<file path="config.mk">
export PLATFORM = sky130hd
export DESIGN_NAME = perf_store_monitor
export DESIGN_NICKNAME = d
export VERILOG_FILES = /design/src/rtl/perf_store_monitor.sv
export SDC_FILE = /design/constraint.sdc
export NUM_CORES = 1
export LEC_CHECK = 0
export CAP_MARGIN = 20
export CORE_UTILIZATION = 48
export DETAILED_ROUTE_END_ITERATION = 8
export HOLD_SLACK_MARGIN = 0.1
export PLACE_DENSITY = 0.89
export SYNTH_ARGS = -nofsm -noshare
export SYNTH_HDL_FRONTEND = slang
export SYNTH_SLANG_ARGS = --single-unit
</file>
<file path="constraint.sdc">
create_clock -name clk -period 17.45 [get_ports clk]
set_input_delay 4.3625 -clock clk [delete_from_list [all_inputs] [get_ports clk]]
set_output_delay 4.3625 -clock clk [all_outputs]
set_load 0.01 [all_outputs]
</file>
<file path="src/rtl/perf_store_monitor.sv">
// perf_store_monitor: snoops the pipeline store port, retire strobe and
// hazard-event strobes. Keeps saturating counters and a pass/fail/timeout
// verdict that freezes all results once reached, until reset or clear.
module perf_store_monitor #(
    parameter int unsigned CNT_W       = 32,
    parameter int unsigned N_EVT       = 4,
    parameter logic [31:0] PASS_ADDR   = 32'd100,
    parameter logic [31:0] PASS_DATA   = 32'd25,
    parameter logic [31:0] IGNORE_ADDR = 32'd96,
    parameter int unsigned TIMEOUT_CYC = 41
) (
    input  logic                   clk,
    input  logic                   reset,
    input  logic                   clear,
    input  logic                   MemWriteM,
    input  logic [31:0]            DataAdrM,
    input  logic [31:0]            WriteDataM,
    input  logic                   retire_valid,
    input  logic [N_EVT-1:0]       evt,
    output logic [CNT_W-1:0]       cycle_count,
    output logic [CNT_W-1:0]       instr_retired,
    output logic [N_EVT*CNT_W-1:0] evt_count,
    output logic [1:0]             state,
    output logic                   done,
    output logic [31:0]            fail_addr,
    output logic [31:0]            fail_data
);

    typedef enum logic [1:0] {
        ST_RUN     = 2'd0,
        ST_PASS    = 2'd1,
        ST_FAIL    = 2'd2,
        ST_TIMEOUT = 2'd3
    } verdict_e;

    localparam logic [CNT_W-1:0] CNT_MAX = '1;

    verdict_e         state_q, state_d;
    logic             done_q, done_d;
    logic [CNT_W-1:0] cycle_q, cycle_d;
    logic [CNT_W-1:0] retired_q, retired_d;
    logic [CNT_W-1:0] evt_cnt_q [N_EVT];
    logic [CNT_W-1:0] evt_cnt_d [N_EVT];
    logic [31:0]      fail_addr_q, fail_addr_d;
    logic [31:0]      fail_data_q, fail_data_d;

    logic is_pass_store;
    logic is_fail_store;
    logic timeout_hit;

    // Counters stick at all-ones instead of wrapping.
    function automatic logic [CNT_W-1:0] sat_inc(input logic [CNT_W-1:0] v);
        return (v == CNT_MAX) ? v : v + CNT_W'(1);
    endfunction

    // Classify this cycle's store and detect the cycle budget being reached.
    // An unknown MemWriteM falls to the else path and so acts as 0.
    always_comb begin
        is_pass_store = 1'b0;
        is_fail_store = 1'b0;
        timeout_hit   = 1'b0;
        if (MemWriteM) begin
            if (DataAdrM == PASS_ADDR && WriteDataM == PASS_DATA) begin
                is_pass_store = 1'b1;
            end else if (DataAdrM != IGNORE_ADDR) begin
                is_fail_store = 1'b1;
            end
        end
        // A pinned (saturated) count never "reaches" a budget beyond its range.
        if (TIMEOUT_CYC != 0 && cycle_q != CNT_MAX) begin
            if ((64'(cycle_q) + 64'd1) == 64'(TIMEOUT_CYC)) begin
                timeout_hit = 1'b1;
            end
        end
    end

    // Next-state and counter update: clear beats everything, counting and
    // verdicts only happen in RUN, terminal states hold all results.
    always_comb begin
        state_d     = state_q;
        cycle_d     = cycle_q;
        retired_d   = retired_q;
        fail_addr_d = fail_addr_q;
        fail_data_d = fail_data_q;
        for (int i = 0; i < N_EVT; i++) begin
            evt_cnt_d[i] = evt_cnt_q[i];
        end

        if (clear) begin
            state_d     = ST_RUN;
            cycle_d     = '0;
            retired_d   = '0;
            fail_addr_d = '0;
            fail_data_d = '0;
            for (int i = 0; i < N_EVT; i++) begin
                evt_cnt_d[i] = '0;
            end
        end else if (state_q == ST_RUN) begin
            cycle_d = sat_inc(cycle_q);
            if (retire_valid) begin
                retired_d = sat_inc(retired_q);
            end
            for (int i = 0; i < N_EVT; i++) begin
                if (evt[i]) begin
                    evt_cnt_d[i] = sat_inc(evt_cnt_q[i]);
                end
            end
            if (is_pass_store) begin
                state_d = ST_PASS;
            end else if (is_fail_store) begin
                state_d     = ST_FAIL;
                fail_addr_d = DataAdrM;
                fail_data_d = WriteDataM;
            end else if (timeout_hit) begin
                state_d = ST_TIMEOUT;
            end
        end

        done_d = (state_d != ST_RUN);
    end

    // Verdict register; done is kept as its own flop so every output is registered.
    always_ff @(posedge clk or posedge reset) begin
        if (reset) begin
            state_q <= ST_RUN;
            done_q  <= 1'b0;
        end else begin
            state_q <= state_d;
            done_q  <= done_d;
        end
    end

    // Counter and first-failure capture registers.
    always_ff @(posedge clk or posedge reset) begin
        if (reset) begin
            cycle_q     <= '0;
            retired_q   <= '0;
            fail_addr_q <= '0;
            fail_data_q <= '0;
            for (int i = 0; i < N_EVT; i++) begin
                evt_cnt_q[i] <= '0;
            end
        end else begin
            cycle_q     <= cycle_d;
            retired_q   <= retired_d;
            fail_addr_q <= fail_addr_d;
            fail_data_q <= fail_data_d;
            for (int i = 0; i < N_EVT; i++) begin
                evt_cnt_q[i] <= evt_cnt_d[i];
            end
        end
    end

    assign cycle_count   = cycle_q;
    assign instr_retired = retired_q;
    assign state         = state_q;
    assign done          = done_q;
    assign fail_addr     = fail_addr_q;
    assign fail_data     = fail_data_q;

    genvar g;
    generate
        for (g = 0; g < N_EVT; g++) begin : g_pack
            assign evt_count[g*CNT_W +: CNT_W] = evt_cnt_q[g];
        end
    endgenerate

    // An undriven store strobe while the verdict is still open is a wiring bug.
    mem_write_known : assert property (@(posedge clk) disable iff (reset)
        (state_q == ST_RUN && !clear) |-> !$isunknown(MemWriteM));

endmodule

</file>
* After elaboration in Yosys (flattened, before gate mapping)
Cells that the tools add are included.
** Cells by class
- Add/sub/neg operators :: 7
- Equal/unequal tests :: 18
- Multiplexer cells :: 37
- Reductions and logical operators :: 17
** Operators with widths (count)
- $mux 32 :: 23
- $mux 128 :: 2
- $add 32x1->32 const B :: 6
- $eq 32x32->1 const B :: 6
- $add 32x1->33 const B :: 1
- $eq 33x6->1 const B :: 1
- $eq 32x5->1 const B :: 1
- $eq 32x7->1 const B :: 1
- $ne 32x32->1 const B :: 1
- $ne 32x7->1 const B :: 1
- $reduce_and 3->1 :: 6
- $reduce_bool 2->1 :: 8
- $ne 2x2->1 const B :: 7
- $mux 2 :: 5
- $mux 1 :: 7
- $logic_not 2->1 :: 1
- $reduce_and 2->1 :: 1
- $logic_and 1x1->1 :: 1
** Storage, ports and cells
- Register bits :: 259
- Input port bits :: 73
- Logic and storage cells :: 89

* Depth between registers and ports, before layout
Gate-level depths: netlist of the first run.
- Word-level depth :: 10
- Gate-level depth with buffers :: 10
- Depth with buffers taken out :: 8

* Worst setup path before layout of the first run
No wires, ideal clock.
- Path type :: input -> register
- From :: input WriteDataM[29]
- To :: register fail_addr_q[0] (netlist: fail_addr[0])
- Setup time :: 0.132 ns
- Data arrival time :: 5.943 ns
- Required time :: 17.318 ns
- Path slack :: 11.375 ns
- Cell stages on the path :: 9
- Path buffers :: 2
- Cells stage by stage :: nor4b_1 -> nand4_1 -> o41ai_1 -> a21boi_1 -> and2_1 -> buf_2 -> buf_2 -> mux2i_1 -> nor2_1
** On the way
- Word-level cells in the longest chain between the ends :: 6
- Elaborated cells on any way between the ends :: 9
- Classes of those cells :: 2 x eq/ne; 4 x mux; 3 x reduce/logical
** RTL lines
- start: declaration :: line 17 : input logic [31:0] WriteDataM,
- $eq 32x5->1 * :: line 63 : if (DataAdrM == PASS_ADDR && WriteDataM == PASS_DATA) begin
- $logic_and 1x1->1 * :: line 63
- $mux 1 :: line 63
- $mux 1 :: line 62 : if (MemWriteM) begin
- $ne 2x2->1 (no line) or $reduce_bool 2->1 (tied branches)
- $reduce_and 3->1 (no line) *
- end signal: assignment :: line 146 : fail_addr_q <= fail_addr_d;
- end: declaration :: line 44 : logic [31:0] fail_addr_q, fail_addr_d;
Every way passes the cells marked *; elsewhere a longest branch is shown, timed or not.
A chain may end at the register's enable or synchronous reset.

* Worst setup path after layout of the first run
- From :: input DataAdrM[2]
- To :: register fail_addr_q[23] (netlist: fail_addr[23])
** On the way
- Word-level cells in the longest chain between the ends :: 6
- Elaborated cells on any way between the ends :: 11
- Classes of those cells :: 3 x eq/ne; 5 x mux; 3 x reduce/logical
** RTL lines
- start: declaration :: line 16 : input logic [31:0] DataAdrM,
- $ne 32x7->1 or $eq 32x7->1 (tied branches) :: line 65, 63
- $mux 1 or $logic_and 1x1->1 (tied branches) :: line 65, 63
- $mux 1 :: line 63
- $mux 1 :: line 62
- $reduce_bool 2->1 (no line) or $ne 2x2->1 (tied branches)
- $reduce_and 3->1 (no line) *
Marks and branches as above.

==> results of run 1 <==
## flip-flops by register name, summed over array words and instances (netlist names)
name	count
done	1
fail_addr	32
fail_data	32
evt_count	128
state	2
instr_retired	32
cycle_count	32
## placed cells by master, fill, tap and decap left out, types with 3 or more instances in the layout
cell             Yosys  routed
nand2_1             91      91
a211oi_2             3       3
a21oi_1             34      34
buf_4                0       4
clkbuf_16            0      29
clkdlybuf4s50_1      0     330
nor4_2               4       4
xor2_1              85      85
o21ai_1              7       7
ha_1                 7       7
a211oi_1             6       6
and2_1              17      16
clkbuf_8             1       5
xnor2_1             84      84
or3_1               26      26
dfrtp_1            259     259
and4_1              32      32
inv_1               26      25
nor4_1              20      20
and3_1              33      33
nor3_1              38      38
nand3_1             66      66
nor4b_1              7       7
clkbuf_1            41       7
mux2i_1             72      72
nand4_1             59      59
o21ai_0             21      21
nor2_1             272     271
clkinv_2             0      10
o2111ai_1            4       4
a31oi_1              6       6
## power by group through the flow
stage / Sequential (mW) / Clock (mW) / Combinational, mW
6_report: 0.622 / 0.598 / 0.114
3_5_place_dp: 0.633 / 0 / 0.115
3_3_place_gp: 0.632 / 0 / 0.112
5_1_grt: 0.623 / 0.635 / 0.123
2_1_floorplan: 0.637 / 0 / 0.0502
4_1_cts: 0.622 / 0.610 / 0.115
## metrics by stage
| stage | util, % | hold WS, ps | setup slack (ps) |
|---|---|---|---|
| 6_report | 65.73 | 522.8 | 10900 |
| 5_1_grt | 65.73 | 548.9 | 10780 |
| 4_1_cts | 65.73 | 526.4 | 10960 |
| 3_5_place_dp | 62.32 | 510.7 | 10400 |
| 3_3_place_gp | 62.32 | 500.1 | 10410 |
| 2_1_floorplan | - | 555.1 | 5961 |
## cell type report
class | instances | area share [%]
clock buffer | 40 | 4.518
clock inverter | 13 | 0.6655
inverter | 27 | 0.6094
multi-input combinational | 1042 | 36.47
sequential | 259 | 36.28
tap | 372 | 2.606
timing repair buffer | 336 | 18.85
## per-layer routing
| metal | vias to the layer above | GRT usage, % | wire [µm] |
|---|---|---|---|
| met5 | - | 0 | 0 |
| met4 | 0 | 10.14 | 1435 |
| met3 | 96 | 5.541 | 2707 |
| met2 | 425 | 43.39 | 18260 |
| met1 | 5786 | 33.82 | 15660 |
| li1 | 5462 | - | - |
## cell families (layout without fill, tap and decap cells)
kind of cell / after synthesis / in the layout / synth area share (%)
AO/OA/AOI/OAI: 107 / 107 / 5.585
XOR/XNOR: 169 / 169 / 11.05
adder cells (fa/ha/maj): 7 / 7 / 0.6537
buffers and inverters: 90 / 416 / 3.044
flip-flops: 259 / 259 / 48.38
multiplexers: 72 / 72 / 5.379
AND/OR/NAND/NOR: 687 / 687 / 25.92
## final timing paths
path | from | to | slack, ps
worst max-delay path | DataAdrM[2] | fail_addr[23]$_DFFE_PP0P_ | 10900
worst min register to register | fail_data[1]$_DFFE_PP0P_ | fail_data[1]$_DFFE_PP0P_ | 520
min in group asynchronous | reset | instr_retired[7]$_DFFE_PP0P_ | 4380
worst max register to register | state[0]$_DFF_PP0_ | cycle_count[25]$_DFFE_PP0P_ | 14340
max in group asynchronous | reset | evt_count[63]$_DFFE_PP0P_ | 11530
worst min-delay path | fail_data[1]$_DFFE_PP0P_ | fail_data[1]$_DFFE_PP0P_ | 520
## worst max-delay path, cell delays in order
cell	delay [ps]
clkdlybuf4s50_1	570
nor4bb_1	410
nand4_1	200
o41ai_1	370
a21boi_1	150
and2_4	500
mux2i_1	300
nor2_1	70
==> results.cfg, run 1 <==
[sta]
relSlewSlack_pct = 25.49
final.setup_skew_ps = 18.60
min_period_ps = 6551
fmax_mhz = 152.6
min_period_over_period_pct = 37.54
finalSetupViolations = 0
fin_setup_tns_ps = 0
worst_pin_slew_ps = 1118
hold_violations = 0
final_max_slew_viol_count = 0
rsz0062_at_grt = false

[placement]
dp.cells = 2036
dpl_cell_area_um2 = 16940
place.gp.congestion = 0.9480
dpl.hpwl_um = 26690
io_buffers = 331

[pwr]
p_switching_uw = 319.6
p_per_area_nw_per_um2 = 74.71
comb_power_share_pct = 8.5
seqPwrFrac_pct = 46.6
finalPower_mw = 1.335
peakVddDrop_mv = 0.07763
power_leakage_nw = 7.198
p_sw_share_pct = 23.95
p_int_mw = 1.015
p_clk_share_pct = 44.8

[critical_path]
endpoint_kind = flop
critPathLaunchType = input port
path_class = input port to flop
cp_max_fo = 64
crit_arrival_ps = 6960
required_ps = 17860
ff2ff_path_depth = 5

[cts]
ctsRootBufferMaster = clkbuf_16
hold_buffers = 0
clkTransAtPathRegs_ps = 60
clock_sinks = 259
clkLatencyLatePin_ps = 550
cts_made_buffers = 29
clockBufferDepth = 3
postCtsSetupRepairBufs = 0
post_cts_resized = 0
cts_tree = built
htreeDepth = 1

[floorplan]
fp.dieW_um = 169.1
num_rows = 60
core_area_um2 = 27180
initial_core_util_pct = 49.30
dieArea_um2 = 28580
die_h_um = 169.1
io_pins = 332

[global_route]
grt_pass1_wl_um = 60740
grtUsageTotal_pct = 26.25
globalRouteOverflowTotal = 0
grt_max_degree = 155
antenna_found_initial = 0
grt_pass1_vias = 11513

[yosys]
postSynthRegisterBits = 259
synthTopCellsByArea = dfrtp_1 (48%), nor2_1 (7.6%), xor2_1 (5.6%), xnor2_1 (5.5%), mux2i_1 (5.4%)
synth_cell_type_count = 67
netlist.area_leader.share_pct = 48.38
yosysSeqAreaShare_pct = 48.38
ys_warn_count = 0
syn_area_um2 = 13400
syn_nets = 1471
synth.most_common_cell = nor2_1
netlist.top_cell.by_area = dfrtp_1
synth_cells = 1391
synthTopCellsByCount = nor2_1 (272), dfrtp_1 (259), nand2_1 (91)
ys.flop_type = dfrtp_1
synth_edf_count = 0
synthArstFlopShare_pct = 100.0
avgSynthCellArea_um2 = 9.632

[min_path]
whs_path_depth = 2
hp-class = flop to flop

[layout]
fin_cells = 2089
final-seq-area_um2 = 6481
drive_gt1_share_pct = 4.892
fin_nets = 1775
fin_area_um2 = 17860
syn_to_final_growth_pct = 33.32
multiInputGateArea_um2 = 6514
n_antenna_cell = 0
fillerInstances = 2068

[job]
drv_cap = 0

[route]
first_pass_iters = 7
first_iter_violations = 884
vias = 11769
remaining_drc_errors = 0
drt-total-wl_um = 38070
routedWlPerCell_um = 18.22
ant_nets = 0
viasPerCell = 5.634

[run_status]
status = finished clean
Note: power is estimated with default switching activity, not from simulation.
==> run 2, diff against run 1 <==
clock period = 6.6 ns   (was 17.45 ns; I/O delays follow)
==> run 2 against run 1 <==
Compared with the run above: cell count about the same; total power increased to 2.7 times the previous value; combinational power increased to 2.7 times the previous value; critical path type unchanged; via count hardly changed; design area grew 0.53%; routed wire length grew 0.50%; highest routed layer unchanged; clock skew is 9.0 ps lower; largest power group unchanged; clock power rose to 2.7 times the previous value; sequential share of layout area is 0.19 points lower; flip-flop and latch count did not move.
==> results.cfg, run 2 (synthesized netlist as in run 1, its figures left out) <==
[sta]
hold_ws_ps = 520.8
relSlewSlack_pct = 38.34
worst_pin_slew_ps = 924.8
fin_setup_tns_ps = 0
hold_violations = 0
min_period_over_period_pct = 56.68
finalSetupViolations = 0
fmax_mhz = 267.3
final_max_slew_viol_count = 0
min_period_ps = 3741
final.setup_skew_ps = 9.626
setup_slack_ps = 2859
rsz0062_at_grt = false

[pwr]
power_leakage_nw = 7.229
peakVddDrop_mv = 0.1705
p_per_area_nw_per_um2 = 200.1

[layout]
n_antenna_cell = 0
drive_gt1_share_pct = 5.239
fillerInstances = 2145
final_common_cell = clkdlybuf4s50_1
final_cell_mix = clkdlybuf4s50_1 (330), nor2_1 (271), dfrtp_1 (259)
fin_nets = 1776
largest_reg_flops = 128
syn_to_final_growth_pct = 34.03

[critical_path]
crit_arrival_ps = 4120
required_ps = 6980
crit_family = simple AND/OR/NAND/NOR gates
max_stage_delay_ps = 450
ff2ff_setup_slack_ps = 3470
worst_path_max_delay_cell = clkdlybuf4s50_1
cp_max_fo = 39
crit_chain = clkdlybuf4s50_1 > nor4b_1 > nand4_1 > o41ai_1 > a21boi_1 > and2_4 > buf_16 > mux2i_1 > nor2_1
endpoint_kind = flop
crit_buf_inv = 2
critPathLaunchType = input port
path_class = input port to flop

[global_route]
grt_pass1_wl_um = 61150
globalRouteOverflowTotal = 0
grtUsageTotal_pct = 26.46
antenna_found_initial = 0
grt_pass1_vias = 11330
grt_max_degree = 205

[cts]
post_cts_resized = 0
cts_made_buffers = 29
ctsRootBufferMaster = clkbuf_16
clkTransAtPathRegs_ps = 60
clkLatencyLatePin_ps = 540
clockBufferDepth = 3
hold_buffers = 0
htreeDepth = 1
cts_tree = built
postCtsSetupRepairBufs = 0
clock_sinks = 259

[route]
routedWlPerCell_um = 18.31
met2_length_um = 18360
first_iter_violations = 987
viasPerCell = 5.632
first_pass_iters = 5
remaining_drc_errors = 0
drt-total-wl_um = 38260
routed.top_layer = met4
ant_nets = 0
vias = 11771
dr_wl_met3_um = 2782
drt-met1-wl_um = 16070

[placement]
dpl.hpwl_um = 26500
io_buffers = 331
place.gp.congestion = 0.9361
place_ws_ps = 2351

[floorplan]
core_area_um2 = 27180
initial_core_util_pct = 49.30
die_h_um = 169.1
num_rows = 60
io_pins = 332
fp.dieW_um = 169.1
dieArea_um2 = 28580

[min_path]
hp-class = flop to flop

[job]
drv_cap = 0

[run_status]
status = finished clean
run 2: changes by cell type in the layout (fill, tap and decap cells not counted), moves of 2 or more:
| cell | delta |
|---|---|
| bufinv_16 | +2 |
| buf_12 | +2 |
| clkbuf_8 | -2 |
| clkbuf_1 | -5 |
| buf_4 | -2 |
| clkinvlp_4 | +4 |
| clkinv_2 | +2 |
run 2: power breakdown:
part	switching [mW]	total [mW]	internal [mW]
Sequential	0.0279	1.65	1.62
Combinational	0.165	0.304	0.139
Clock	0.661	1.64	0.982
run 2: per-layer routing:
metal,up-vias,track usage [%]
met5,-,0
met4,0,8.304
met3,72,5.331
met2,442,43.86
met1,5800,34.90
li1,5457,-
run 2: tightest hold or removal path, cell delays in order (launching register included):
cell     delay [ps]
dfrtp_1         340
mux2i_1          60
nor2_1           80
run 2: cell type report:
class                      count  area [µm²]  area share [%]
inverter                      27       105.1          0.5853
multi-input combinational   1042        6514           36.27
clock inverter                20       211.5           1.178
tap                          372       465.4           2.592
clock buffer                  33       760.7           4.236
sequential                   259        6481           36.09
timing repair buffer         337        3420           19.04
run 2: final timing paths:
check,start,endpoint,depth (start not counted)
max in group asynchronous,reset,evt_count[59]$_DFFE_PP0P_,4
worst min register to register,fail_addr[3]$_DFFE_PP0P_,fail_addr[3]$_DFFE_PP0P_,2
worst max-delay path,WriteDataM[29],fail_addr[22]$_DFFE_PP0P_,9
min in group asynchronous,reset,cycle_count[14]$_DFFE_PP0P_,3
worst min-delay path,fail_addr[3]$_DFFE_PP0P_,fail_addr[3]$_DFFE_PP0P_,2
worst max register to register,state[0]$_DFF_PP0_,cycle_count[25]$_DFFE_PP0P_,5
run 2: through the flow:
stage,util (%),instance area (µm²),total power [mW],instances
after floorplan,-,13400,1.817,1391
after detailed placement,62.40,16960,1.977,2036
final,66.08,17960,3.593,2090
after CTS,65.98,17930,3.624,2089
after global routing,66.08,17960,3.716,2090
after global placement,62.40,16960,1.969,2036
